### src/rtl/rtc_clock_core.sv
// rtc_clock_core
//   24-hour timekeeping core with a 12/24-hour BCD display view.
//   A prescaler derives a one-cycle tick_1Hz enable from clk_50MHz. Seconds,
//   minutes and hours (0-23) advance on that enable. Three raw buttons are
//   synchronised, debounced and edge-detected into one-cycle press pulses.
//   A sticky alarm is raised by the tick that reaches HH:MM:00.
//
// Ports
//   clk_50MHz    system clock (sole clock domain)
//   reset        asynchronous, active-low reset
//   run          1 = prescaler and time advance, 0 = hold
//   mode_24h     display format: 0 = 12-hour, 1 = 24-hour
//   btn_hr       raw button, hour + 1 (mod 24)
//   btn_min      raw button, minute + 1 (mod 60, no carry)
//   btn_sec_clr  raw button, clears seconds and prescaler
//   alarm_en     alarm enable; 0 also clears a raised alarm
//   alarm_hr     alarm hour 0-23
//   alarm_min    alarm minute 0-59
//   alarm_ack    clears the alarm
//   tick_1Hz     one-cycle pulse per second
//   am_pm        0 = hours 0-11, 1 = hours 12-23
//   end_of_day   one-cycle pulse after the tick wrapping 23:59:59 -> 00:00:00
//   alarm        sticky alarm flag
//   sec_*/min_*/hr_*  BCD display digits
module rtc_clock_core #(
    parameter int CLK_FREQ_HZ     = 50_000_000,
    parameter int DEBOUNCE_CYCLES = 500_000
) (
    input  logic       clk_50MHz,
    input  logic       reset,
    input  logic       run,
    input  logic       mode_24h,
    input  logic       btn_hr,
    input  logic       btn_min,
    input  logic       btn_sec_clr,
    input  logic       alarm_en,
    input  logic [4:0] alarm_hr,
    input  logic [5:0] alarm_min,
    input  logic       alarm_ack,
    output logic       tick_1Hz,
    output logic       am_pm,
    output logic       end_of_day,
    output logic       alarm,
    output logic [3:0] sec_1s,
    output logic [3:0] sec_10s,
    output logic [3:0] min_1s,
    output logic [3:0] min_10s,
    output logic [3:0] hr_1s,
    output logic [3:0] hr_10s
);
    localparam int PRE_W = $clog2(CLK_FREQ_HZ);
    localparam int DB_W  = $clog2(DEBOUNCE_CYCLES + 1);
    localparam logic [PRE_W-1:0] PRE_MAX = PRE_W'(CLK_FREQ_HZ - 1);
    localparam logic [DB_W-1:0]  DB_MAX  = DB_W'(DEBOUNCE_CYCLES - 1);

    // ------------------------------------------------------------------
    // Button conditioning: index 0 = hour, 1 = minute, 2 = seconds clear
    // ------------------------------------------------------------------
    logic [2:0] btn_raw;
    logic [2:0] press;

    assign btn_raw = {btn_sec_clr, btn_min, btn_hr};

    genvar gi;
    generate
        for (gi = 0; gi < 3; gi++) begin : g_btn
            logic            sync1_reg;
            logic            sync2_reg;
            logic            level_reg;
            logic            level_d_reg;
            logic            press_reg;
            logic [DB_W-1:0] cnt_reg;

            always_ff @(posedge clk_50MHz or negedge reset) begin
                if (!reset) begin
                    sync1_reg   <= 1'b0;
                    sync2_reg   <= 1'b0;
                    level_reg   <= 1'b0;
                    level_d_reg <= 1'b0;
                    press_reg   <= 1'b0;
                    cnt_reg     <= '0;
                end else begin
                    sync1_reg   <= btn_raw[gi];
                    sync2_reg   <= sync1_reg;
                    level_d_reg <= level_reg;
                    // Rising edge of the accepted level only: a held button
                    // yields a single pulse.
                    press_reg   <= level_reg & ~level_d_reg;
                    // Count consecutive cycles of disagreement; any return to
                    // agreement restarts the count.
                    if (sync2_reg != level_reg) begin
                        if (cnt_reg == DB_MAX) begin
                            level_reg <= sync2_reg;
                            cnt_reg   <= '0;
                        end else begin
                            cnt_reg <= cnt_reg + DB_W'(1);
                        end
                    end else begin
                        cnt_reg <= '0;
                    end
                end
            end

            assign press[gi] = press_reg;
        end
    endgenerate

    // ------------------------------------------------------------------
    // Prescaler
    // ------------------------------------------------------------------
    logic [PRE_W-1:0] pre_reg;
    logic             tick_reg;

    always_ff @(posedge clk_50MHz or negedge reset) begin
        if (!reset) begin
            pre_reg  <= '0;
            tick_reg <= 1'b0;
        end else if (press[2]) begin
            // Restart the second so the next tick is a full period away.
            pre_reg  <= '0;
            tick_reg <= 1'b0;
        end else if (run) begin
            if (pre_reg == PRE_MAX) begin
                pre_reg  <= '0;
                tick_reg <= 1'b1;
            end else begin
                pre_reg  <= pre_reg + PRE_W'(1);
                tick_reg <= 1'b0;
            end
        end else begin
            tick_reg <= 1'b0;
        end
    end

    assign tick_1Hz = tick_reg;

    // ------------------------------------------------------------------
    // Time counters: tick result first, then button increments on top
    // ------------------------------------------------------------------
    logic [5:0] sec_reg, sec_next;
    logic [5:0] min_reg, min_next;
    logic [4:0] hr_reg, hr_next;
    logic       eod_reg, eod_next;
    logic       alarm_reg, alarm_hit;

    always_comb begin
        sec_next  = sec_reg;
        min_next  = min_reg;
        hr_next   = hr_reg;
        eod_next  = 1'b0;
        alarm_hit = 1'b0;

        if (press[2]) begin
            // A coincident tick is dropped along with the cleared second.
            sec_next = 6'd0;
        end else if (tick_reg) begin
            if (sec_reg == 6'd59) begin
                sec_next = 6'd0;
                if (min_reg == 6'd59) begin
                    min_next = 6'd0;
                    if (hr_reg == 5'd23) begin
                        hr_next  = 5'd0;
                        eod_next = 1'b1;
                    end else begin
                        hr_next = hr_reg + 5'd1;
                    end
                end else begin
                    min_next = min_reg + 6'd1;
                end
            end else begin
                sec_next = sec_reg + 6'd1;
            end
            // Evaluated on the tick result only, so presses never trigger it.
            // Out-of-range alarm settings can never equal a valid counter.
            alarm_hit = alarm_en && (sec_next == 6'd0) &&
                        (hr_next == alarm_hr) && (min_next == alarm_min);
        end

        if (press[0]) begin
            hr_next = (hr_next == 5'd23) ? 5'd0 : hr_next + 5'd1;
        end
        if (press[1]) begin
            min_next = (min_next == 6'd59) ? 6'd0 : min_next + 6'd1;
        end
    end

    always_ff @(posedge clk_50MHz or negedge reset) begin
        if (!reset) begin
            sec_reg   <= 6'd0;
            min_reg   <= 6'd0;
            hr_reg    <= 5'd0;
            eod_reg   <= 1'b0;
            alarm_reg <= 1'b0;
        end else begin
            sec_reg <= sec_next;
            min_reg <= min_next;
            hr_reg  <= hr_next;
            eod_reg <= eod_next;
            // Set has priority over acknowledge.
            if (alarm_hit) begin
                alarm_reg <= 1'b1;
            end else if (alarm_ack || !alarm_en) begin
                alarm_reg <= 1'b0;
            end
        end
    end

    assign end_of_day = eod_reg;
    assign alarm      = alarm_reg;

    // ------------------------------------------------------------------
    // Display conversion
    // ------------------------------------------------------------------
    logic [4:0] hr_disp;

    always_comb begin
        hr_disp = hr_reg;
        if (!mode_24h) begin
            if (hr_reg == 5'd0) begin
                hr_disp = 5'd12;
            end else if (hr_reg > 5'd12) begin
                hr_disp = hr_reg - 5'd12;
            end
        end
    end

    function automatic logic [7:0] to_bcd(input logic [5:0] v);
        logic [3:0] tens;
        tens = (v >= 6'd50) ? 4'd5 :
               (v >= 6'd40) ? 4'd4 :
               (v >= 6'd30) ? 4'd3 :
               (v >= 6'd20) ? 4'd2 :
               (v >= 6'd10) ? 4'd1 : 4'd0;
        return {tens, 4'(v - 6'(tens) * 6'd10)};
    endfunction

    assign {sec_10s, sec_1s} = to_bcd(sec_reg);
    assign {min_10s, min_1s} = to_bcd(min_reg);
    assign {hr_10s, hr_1s}   = to_bcd({1'b0, hr_disp});
    assign am_pm             = (hr_reg >= 5'd12);

endmodule

### config.mk
export PLATFORM = sky130hd
export DESIGN_NAME = rtc_clock_core
export DESIGN_NICKNAME = d
export VERILOG_FILES = /design/src/rtl/rtc_clock_core.sv
export SDC_FILE = /design/constraint.sdc
export NUM_CORES = 1
export LEC_CHECK = 0
export CAP_MARGIN = 20
export CORE_MARGIN = 8
export CORE_UTILIZATION = 30
export CTS_CLUSTER_SIZE = 16
export DETAILED_ROUTE_END_ITERATION = 8
export PLACE_DENSITY_LB_ADDON = 0.15
export SLEW_MARGIN = 5
export SYNTH_ARGS = -nofsm -noshare
export SYNTH_HDL_FRONTEND = slang
export SYNTH_SLANG_ARGS = --single-unit
### constraint.sdc
create_clock -name clk_50MHz -period 3.9 [get_ports clk_50MHz]
set_clock_uncertainty 0.15 [all_clocks]
set_input_delay 1.17 -clock clk_50MHz [delete_from_list [all_inputs] [get_ports clk_50MHz]]
set_output_delay 1.17 -clock clk_50MHz [all_outputs]
set_load 0.005 [all_outputs]
# Yosys cells after proc, flatten, opt, wreduce, memory -nomap -nowiden
# Cells that the tools add are included.
# word_totals
reg_bits,118
latchBits,0
ramBits,0
rom_bits,0
inputBits,20
output_inout_bits,28
wordCells,152
n_memories,0
# classes
addsub,13
n_mul,3
div_mod_pow,0
n_lt_le_gt_ge,17
eq_ne,14
shift,0
mux,61
n_bitwise,6
reduce_logical,13
# ops
operator,n
$mux W19,6
$mux W26,3
$mux W6,13
$mux W5,12
$add A19 B1 Y19 const B,3
$eq A19 B19 Y1 const B,3
$add A26 B1 Y26 const B,1
$eq A26 B26 Y1 const B,1
$ge A6 B5 Y1 const B,4
$ge A6 B6 Y1 const B,4
$add A6 B1 Y6 const B,3
$eq A6 B6 Y1 const B,3
$mux W3,6
$mux W1,15
$ge A5 B6 Y1 const B,2
$ge A6 B4 Y1 const B,2
$mux W2,6
$sub A4 B4 Y4,3
$add A5 B1 Y5 const B,2
$eq A5 B5 Y1 const B,2
$ge A5 B4 Y1 const B,2
$ge A5 B5 Y1 const B,2
$mul A3 B3 Y3 const B,3
$eq A6 B6 Y1,1
13 further kinds,25

# Logic depth before layout (Yosys ltp)
# Gate-level depths: netlist of run 1.
# logic_depth
depth_word,12
ltp_mapped,14
ltp_nobuf,13

# Worst setup path after synthesis of run 1
# Ideal clock, no wire load.
# synth_path
path_type,input-to-output
from,in mode_24h
to,out hr_1s[2]
t_arrival_ns,2.873
required_time_ns,2.580
path_slack_ns,-0.293
path_stages,8
n_path_buf,0
path_cell_list,or4_4 o21ai_4 nand2_1 a211oi_1 o22ai_1 ha_1 inv_1 fa_1
# synth_via
elab_chain_len,9
elab_cells_between_ends,13
cone_classes,add/sub: 1; mul: 1; order compare: 5; mux: 6
# synth_lines
element,line,source
start: declaration,32,"input logic mode_24h,"
$mux W5 *,218,if (!mode_24h) begin
$ge A5 B4 Y1,233,(v >= 6'd10) ? 4'd1 : 4'd0;
$mux W1,233,
$mux W2,232,(v >= 6'd20) ? 4'd2 :
$mux W2,231,(v >= 6'd30) ? 4'd3 :
$mux W3,230,(v >= 6'd40) ? 4'd4 :
$mux W3 *,229,tens = (v >= 6'd50) ? 4'd5 :
named net hr_10s[0],49,output logic [3:0] hr_10s
$mul A3 B3 Y3 *,234,"return {tens, 4'(v - 6'(tens) * 6'd10)};"
$sub A4 B4 Y4 *,234,
end: declaration,48,"output logic [3:0] hr_1s,"
# Mark *: on every way through the listed nets, which the timed path passes. The rest lies on a longest branch.

# Final worst setup path of run 1
# layout_path
from,in mode_24h
to,out hr_1s[2]
# layout_via
elab_chain_len,9
elab_cells_between_ends,13
cone_classes,add/sub: 1; mul: 1; order compare: 5; mux: 6
# layout_lines
element,line
$mux W5 *,218
$ge A5 B4 Y1,233
$mux W1,233
$mux W2,232
$mux W2,231
$mux W3,230
$mux W3,229
$mul A3 B3 Y3,234
$sub A4 B4 Y4 *,234
# Mark *: on every way between the ends. The rest lies on a longest branch, timed or not.

==> results of run 1 <==
==> area by class of cell <==
class	count	area (sq um)
Fill cell	2345	14310
Timing Repair Buffer	118	1005
Clock inverter	15	193.9
Multi-Input combinational cell	618	3929
Inverter	32	122.6
Clock buffer	17	425.4
Tap cell	319	399.1
Sequential cell	118	2953
==> cells in the final DEF, fill, tap and decap left out, drive strengths merged, types with 6 or more instances in the layout <==
| master | count |
|---|---|
| nand2b | 8 |
| inv | 37 |
| and3 | 18 |
| o21ai | 42 |
| and4 | 9 |
| o211ai | 6 |
| nand4 | 19 |
| dfrtp | 118 |
| clkdlybuf4s50 | 31 |
| nor2 | 119 |
| nand2 | 72 |
| mux2 | 6 |
| xnor2 | 39 |
| nand3b | 7 |
| nor3 | 12 |
| ha | 20 |
| nor2b | 12 |
| a21oi | 33 |
| buf | 85 |
| nor4 | 13 |
| clkbuf | 17 |
| xor2 | 48 |
| or3 | 6 |
| nand3 | 58 |
==> metrics by stage <==
| stage | hold WS (ns) | std cells | utilization (%) | setup slack [ns] |
|---|---|---|---|---|
| after floorplan | 0.1812 | 807 | - | -0.2345 |
| after global placement | 0.1846 | 1185 | 34.98 | -1.268 |
| after detailed placement | 0.1919 | 1185 | 34.98 | -1.288 |
| after CTS | 0.2053 | 1236 | 38.28 | -0.5391 |
| after global routing | 0.2072 | 1237 | 38.69 | -0.6051 |
| final | 0.2013 | 1237 | 38.69 | -0.5317 |
==> power breakdown <==
group / total (W) / internal (W) / switching [W]
clock network: 0.00164 / 0.00102 / 0.000616
registers: 0.00130 / 0.00126 / 0.0000385
logic: 0.000160 / 0.0000724 / 0.0000873
total: 0.00309 / 0.00235 / 0.000742
==> layer usage <==
layer,GRT usage (%),part of all wire [%]
met1,16.49,51
met2,18.42,45
met3,2.582,3.0
met4,3.963,1.0
met5,0,0
==> logic make-up after synthesis <==
| family | Yosys count | synth area share [%] |
|---|---|---|
| adder cells (fa/ha/maj) | 23 | 4.391 |
| flip-flops | 118 | 41.78 |
| buffers and inverters | 71 | 4.462 |
| multiplexers | 11 | 1.717 |
| AO/OA/AOI/OAI | 120 | 10.71 |
| XOR/XNOR | 87 | 10.78 |
| other | 1 | 0.05307 |
| AND/OR/NAND/NOR | 373 | 26.10 |
==> worst reg2reg max path, delay by kind of cell (launching register included) <==
family / cells / cell delay, ns
and+or+nand+nor: 5 / 1.14
DFF: 1 / 0.41
buffers and inverters: 3 / 0.36
adders and majority gates: 2 / 0.59
AOI/OAI and AO/OA: 1 / 0.27
muxes: 1 / 0.33
==> final timing paths <==
path | start | endpoint
max reg2reg | min_reg[1] | hr_reg[4]
max in group asynchronous | reset | min_reg[1]
min in group asynchronous | reset | g_btn[2].cnt_reg[13]
min | g_btn[1].sync1_reg | g_btn[1].sync2_reg
max | mode_24h | hr_1s[2]
min reg2reg | g_btn[1].sync1_reg | g_btn[1].sync2_reg
==> timing repair <==
item | in CTS | in global routing
pin swaps | 13 | 13
resized for setup | 51 | 19
buffers inserted | 19 | 2
setup endpoints to repair | 11 | 9
==> impl_metrics.env, run 1 <==
export IMPL_status="finished with violations"
export IMPL_violations="negative setup slack"
export IMPL_grt_pass1_vias=5671
export IMPL_synth_top_area_share_pct=41.78
export IMPL_cts_buffers=17
export IMPL_finalCritPeriodShare_pct=113.6
export IMPL_required_ns=2.58
export IMPL_grt_pass1_wl_microns=28320
export IMPL_core_area_sq_um=23330
export IMPL_wl_per_cell_microns=13.38
export IMPL_place_area_sq_um=8162
export IMPL_synthTopCellsByArea="dfrtp_1, nor2_1, xor2_1, xnor2_1, nand3_1"
export IMPL_cts_sinks=118
export IMPL_grt_max_degree=55
export IMPL_tightest_slew_ns=0.7514
export IMPL_yosysUniqueCellTypes=68
export IMPL_syn_instance_count=804
export IMPL_crit_family="adder cells"
export IMPL_maxCapViolations=0
export IMPL_crit_type="in2out"
export IMPL_cp_depth=10
export IMPL_synth_most_common_cell="nor2_1"
export IMPL_nets=948
export IMPL_worst_path_largest_cell_delay_ns=0.42
export IMPL_design_area_sq_um=9027
export IMPL_cts_tree="built"
export IMPL_slew_headroom_pct=49.90
export IMPL_p_per_area_nw_per_um2=342.8
export IMPL_totalPowerFinal_w=0.003094
export IMPL_cp_num_buf_inv=3
export IMPL_pin_count=48
export IMPL_start_util_pct=30.29
export IMPL_crit_path_max_fanout=5
export IMPL_synthArstFlopShare_pct=100.0
export IMPL_finalWeightedCongestion=0.7771
export IMPL_tns_ns=-1.456
export IMPL_n_antenna_cell=0
export IMPL_vias=5841
export IMPL_p_leak_nw=3.896
export IMPL_ir_worst_vdd_mv=0.2278
export IMPL_yosys_warnings=0
export IMPL_hold_viol_final=0
export IMPL_dieWidth_microns=169.5
export IMPL_hpwl_microns=11670
export IMPL_path_cells="buf_8 -> or4_4 -> o21ai_4 -> nand2_2 -> a211oi_2 -> o22ai_2 -> ha_4 -> inv_2 -> fa_2 -> buf_6"
export IMPL_startpoint_type="input port"
export IMPL_clk_latency_ns=0.41
export IMPL_critPathSlowestCell="or4_4"
export IMPL_clk_pin_slew_worst_paths_ns=0.06
export IMPL_wirelength_microns=16550
export IMPL_dr_first_iter_drc_count=352
export IMPL_viasPerCell=4.722
export IMPL_finalMaxSlewViolations=0
export IMPL_dieArea_sq_um=28720
export IMPL_avgSynthCellArea_sq_um=8.790
export IMPL_yosysSeqAreaShare_pct=41.78
export IMPL_clock_tree_root_cell="clkbuf_16"
export IMPL_finalCriticalPeriod_ns=4.432
export IMPL_postRouteAntennaNets=0
export IMPL_overflow=0
export IMPL_yosys_area_top_type="dfrtp_1"
export IMPL_synth_edf_count=0
export IMPL_die_h_microns=169.5
export IMPL_drc=0
export IMPL_setup_ws_ns=-0.5317
export IMPL_netlist_area_sq_um=7067
export IMPL_synthToLayoutAreaGrowth_pct=27.74
export IMPL_yosys_top_cells_count="nor2_1, dfrtp_1, nand2_1"
export IMPL_layout_drive_gt1_share_pct=18.08
export IMPL_synth_seq_cells=118
export IMPL_arrival_ns=3.11
export IMPL_ff2ff_path_depth=12
export IMPL_grt_setup_unrepaired="yes"
export IMPL_largest_reg_flops=57
export IMPL_holdPathStages=0
export IMPL_max_freq_mhz=225.6
export IMPL_clockBufferDepth=2
export IMPL_regToRegSetupSlack_ns=0.53
export IMPL_setup_viol=6
export IMPL_port_buffers=43
export IMPL_grt_antenna_before_repair=0
export IMPL_rows=56
export IMPL_htree_levels=4
export IMPL_cp_end_kind="output pin"
export IMPL_grt_usage_pct=11.99
export IMPL_hold_buffers=0
export IMPL_firstDrtPassIters=4
export IMPL_synth_top_flop_cell="dfrtp_1"
export IMPL_hp_class="reg2reg"
Power figures use the tool's default switching activity.
==> run 2: changes to the inputs <==
--- a/config.mk
+++ b/config.mk
@@ -8,7 +8,6 @@
 export CAP_MARGIN = 20
 export CORE_MARGIN = 8
 export CORE_UTILIZATION = 30
-export CTS_CLUSTER_SIZE = 16
 export DETAILED_ROUTE_END_ITERATION = 8
 export PLACE_DENSITY_LB_ADDON = 0.15
 export SLEW_MARGIN = 5
==> results of run 2 <==
No change in the layout: final DEF, timing and power equal those of run 1.
==> run 3: changes to the inputs <==
--- a/config.mk
+++ b/config.mk
@@ -7,7 +7,7 @@
 export LEC_CHECK = 0
 export CAP_MARGIN = 20
 export CORE_MARGIN = 8
-export CORE_UTILIZATION = 30
+export CORE_UTILIZATION = 40
 export DETAILED_ROUTE_END_ITERATION = 8
 export PLACE_DENSITY_LB_ADDON = 0.15
 export SLEW_MARGIN = 5
==> run 3 against run 2 <==
  * Largest cell class unchanged
  * Clock-buffer cell count is 3 higher
  * The flow still finishes with violations (negative setup slack)
  * Highest routed layer unchanged
  * Design area is 3.0% lower
  * Flip-flop and latch count did not move
  * Routed wire length decreased by 3.1%
  * Utilization grew 12 points
==> impl_metrics.env, run 3 (same netlist as run 1, synthesis figures left out) <==
export IMPL_final_cell_mix="nor2_1, dfrtp_1, nand2_1"
export IMPL_finalMaxSlewViolations=0
export IMPL_port_buffers=43
export IMPL_clock_tree_root_cell="clkbuf_16"
export IMPL_cts_buffers=17
export IMPL_required_ns=2.58
export IMPL_maxCapViolations=0
export IMPL_clockBufferDepth=2
export IMPL_max_freq_mhz=223.9
export IMPL_cts_tree="built"
export IMPL_finalWeightedCongestion=0.8404
export IMPL_drc=0
export IMPL_place_area_sq_um=8021
export IMPL_postRouteAntennaNets=0
export IMPL_grt_max_degree=49
export IMPL_swShare_pct=21.76
export IMPL_ir_worst_vdd_mv=0.3001
export IMPL_timing_hold_ws_ns=0.1955
export IMPL_final_cells=1130
export IMPL_setup_ws_ns=-0.5661
export IMPL_grt_usage_pct=15.10
export IMPL_dieArea_sq_um=22180
export IMPL_arrival_ns=3.15
export IMPL_p_per_area_nw_per_um2=357.2
export IMPL_register_area_sq_um=2953
export IMPL_totalPowerFinal_w=0.003129
export IMPL_status="finished with violations"
export IMPL_hold_buffers=0
export IMPL_grt_antenna_before_repair=0
export IMPL_multi_input_area_sq_um=3881
export IMPL_nFillCells=1638
export IMPL_p_int_w=0.002448
export IMPL_largest_reg_flops=57
export IMPL_wirelength_microns=16040
export IMPL_startpoint_type="input port"
export IMPL_cp_end_kind="output pin"
export IMPL_n_antenna_cell=0
export IMPL_dr_first_iter_drc_count=358
export IMPL_core_area_sq_um=17300
export IMPL_netSwitchingPower_w=0.0006809
export IMPL_hpwl_microns=11620
export IMPL_hp_class="reg2reg"
export IMPL_ff2ff_path_depth=11
export IMPL_power_frac_comb_pct=5.1
export IMPL_hold_viol_final=0
export IMPL_crit_type="in2out"
export IMPL_finalCritPeriodShare_pct=114.5
export IMPL_grt_pass1_wl_microns=27660
export IMPL_finalCriticalPeriod_ns=4.466
export IMPL_viasPerCell=5.272
export IMPL_pin_count=48
export IMPL_overflow=0
export IMPL_wl_per_cell_microns=14.19
export IMPL_power_frac_seq_pct=41.5
export IMPL_clk_pin_slew_worst_paths_ns=0.05
export IMPL_slew_headroom_pct=51.57
export IMPL_grt_setup_unrepaired="yes"
export IMPL_p_leak_nw=3.825
export IMPL_firstDrtPassIters=5
export IMPL_start_util_pct=40.86
export IMPL_rows=48
export IMPL_clkPwrFrac_pct=53.4
export IMPL_grt_pass1_vias=5899
export IMPL_holdPathStages=0
export IMPL_htree_levels=4
export IMPL_tightest_slew_ns=0.7082
export IMPL_nets=935
export IMPL_cts_sinks=118
export IMPL_synthToLayoutAreaGrowth_pct=23.96
export IMPL_layout_drive_gt1_share_pct=16.57
export IMPL_clk_latency_ns=0.41
export IMPL_vias=5957
export IMPL_setup_viol=4
export IMPL_die_h_microns=148.9
export IMPL_design_area_sq_um=8760
export IMPL_violations="negative setup slack"
export IMPL_dieWidth_microns=148.9
export IMPL_crit_path_max_fanout=5
export IMPL_dp_cells=1088
[run 3: cell types whose count changed in the layout (fill, tap and decap cells not counted), moves of 2 or more]
| cell | delta |
|---|---|
| inv_6 | -4 |
| buf_6 | -4 |
| clkinv_2 | +3 |
| inv_1 | +2 |
| ha_4 | -2 |
| buf_2 | +2 |
| clkinv_4 | -2 |
| clkbuf_8 | +3 |
| buf_4 | -12 |
[run 3: timing repair]
item / in CTS / in global routing
buffers inserted: 9 / 1
pin swaps: 14 / 7
resized for setup: 45 / 10
endpoints found under the setup margin: 11 / 8
gates cloned: 0 / 0
[run 3: routing by layer]
metal  wire length (microns)  vias up  GRT usage [%]  share of wire [%]
met5                       0        -              0                  0
met3                     732       11          3.428                4.6
met4                     150        0          5.452               0.94
li1                        -     2946              -                  -
met2                    7649      120          24.46                 48
met1                    7506     2880          19.37                 47
[run 3: layout make-up]
class                      instances  share of cell area [%]
multi-input combinational        618                   44.31
clock buffer                      20                   5.328
inverter                          32                   1.371
clock inverter                    12                   2.000
tap                              225                   3.214
sequential                       118                   33.71
timing repair buffer             105                   10.07
[run 3: metrics by stage]
stage          setup WS (ns)  TNS (ns)  util [%]
2_1_floorplan        -0.2345   -0.4532         -
3_3_place_gp          -1.244    -4.782     46.38
3_5_place_dp          -1.317    -5.194     46.38
4_1_cts              -0.5843    -1.400     50.46
5_1_grt              -0.6333    -1.827     50.64
6_report             -0.5661    -1.367     50.64
[run 3: critical path, stage by stage]
cell and delay (ns):
buf_8 0.10, or4_4 0.43, o21ai_4 0.22, nand2_2 0.09, a211oi_2 0.22, o22ai_2 0.11
ha_2 0.19, inv_2 0.05, fa_2 0.43, buf_6 0.13
[run 3: power by group through the flow]
stage	logic [W]	clock network, W	registers [W]
4_1_cts	0.000160	0.00171	0.00130
6_report	0.000159	0.00167	0.00130
5_1_grt	0.000182	0.00177	0.00130
2_1_floorplan	0.0000848	0	0.00131
3_5_place_dp	0.000162	0	0.00132
3_3_place_gp	0.000154	0	0.00132
[run 3: final timing paths]
path	from	endpoint	slack, ns
max in group asynchronous	reset	g_btn[0].cnt_reg[5]	2.19
min in group asynchronous	reset	g_btn[2].cnt_reg[9]	0.64
max reg2reg	min_reg[1]	hr_reg[4]	0.63
max	mode_24h	hr_1s[2]	-0.57
min	g_btn[1].sync1_reg	g_btn[1].sync2_reg	0.20
min reg2reg	g_btn[1].sync1_reg	g_btn[1].sync2_reg	0.20
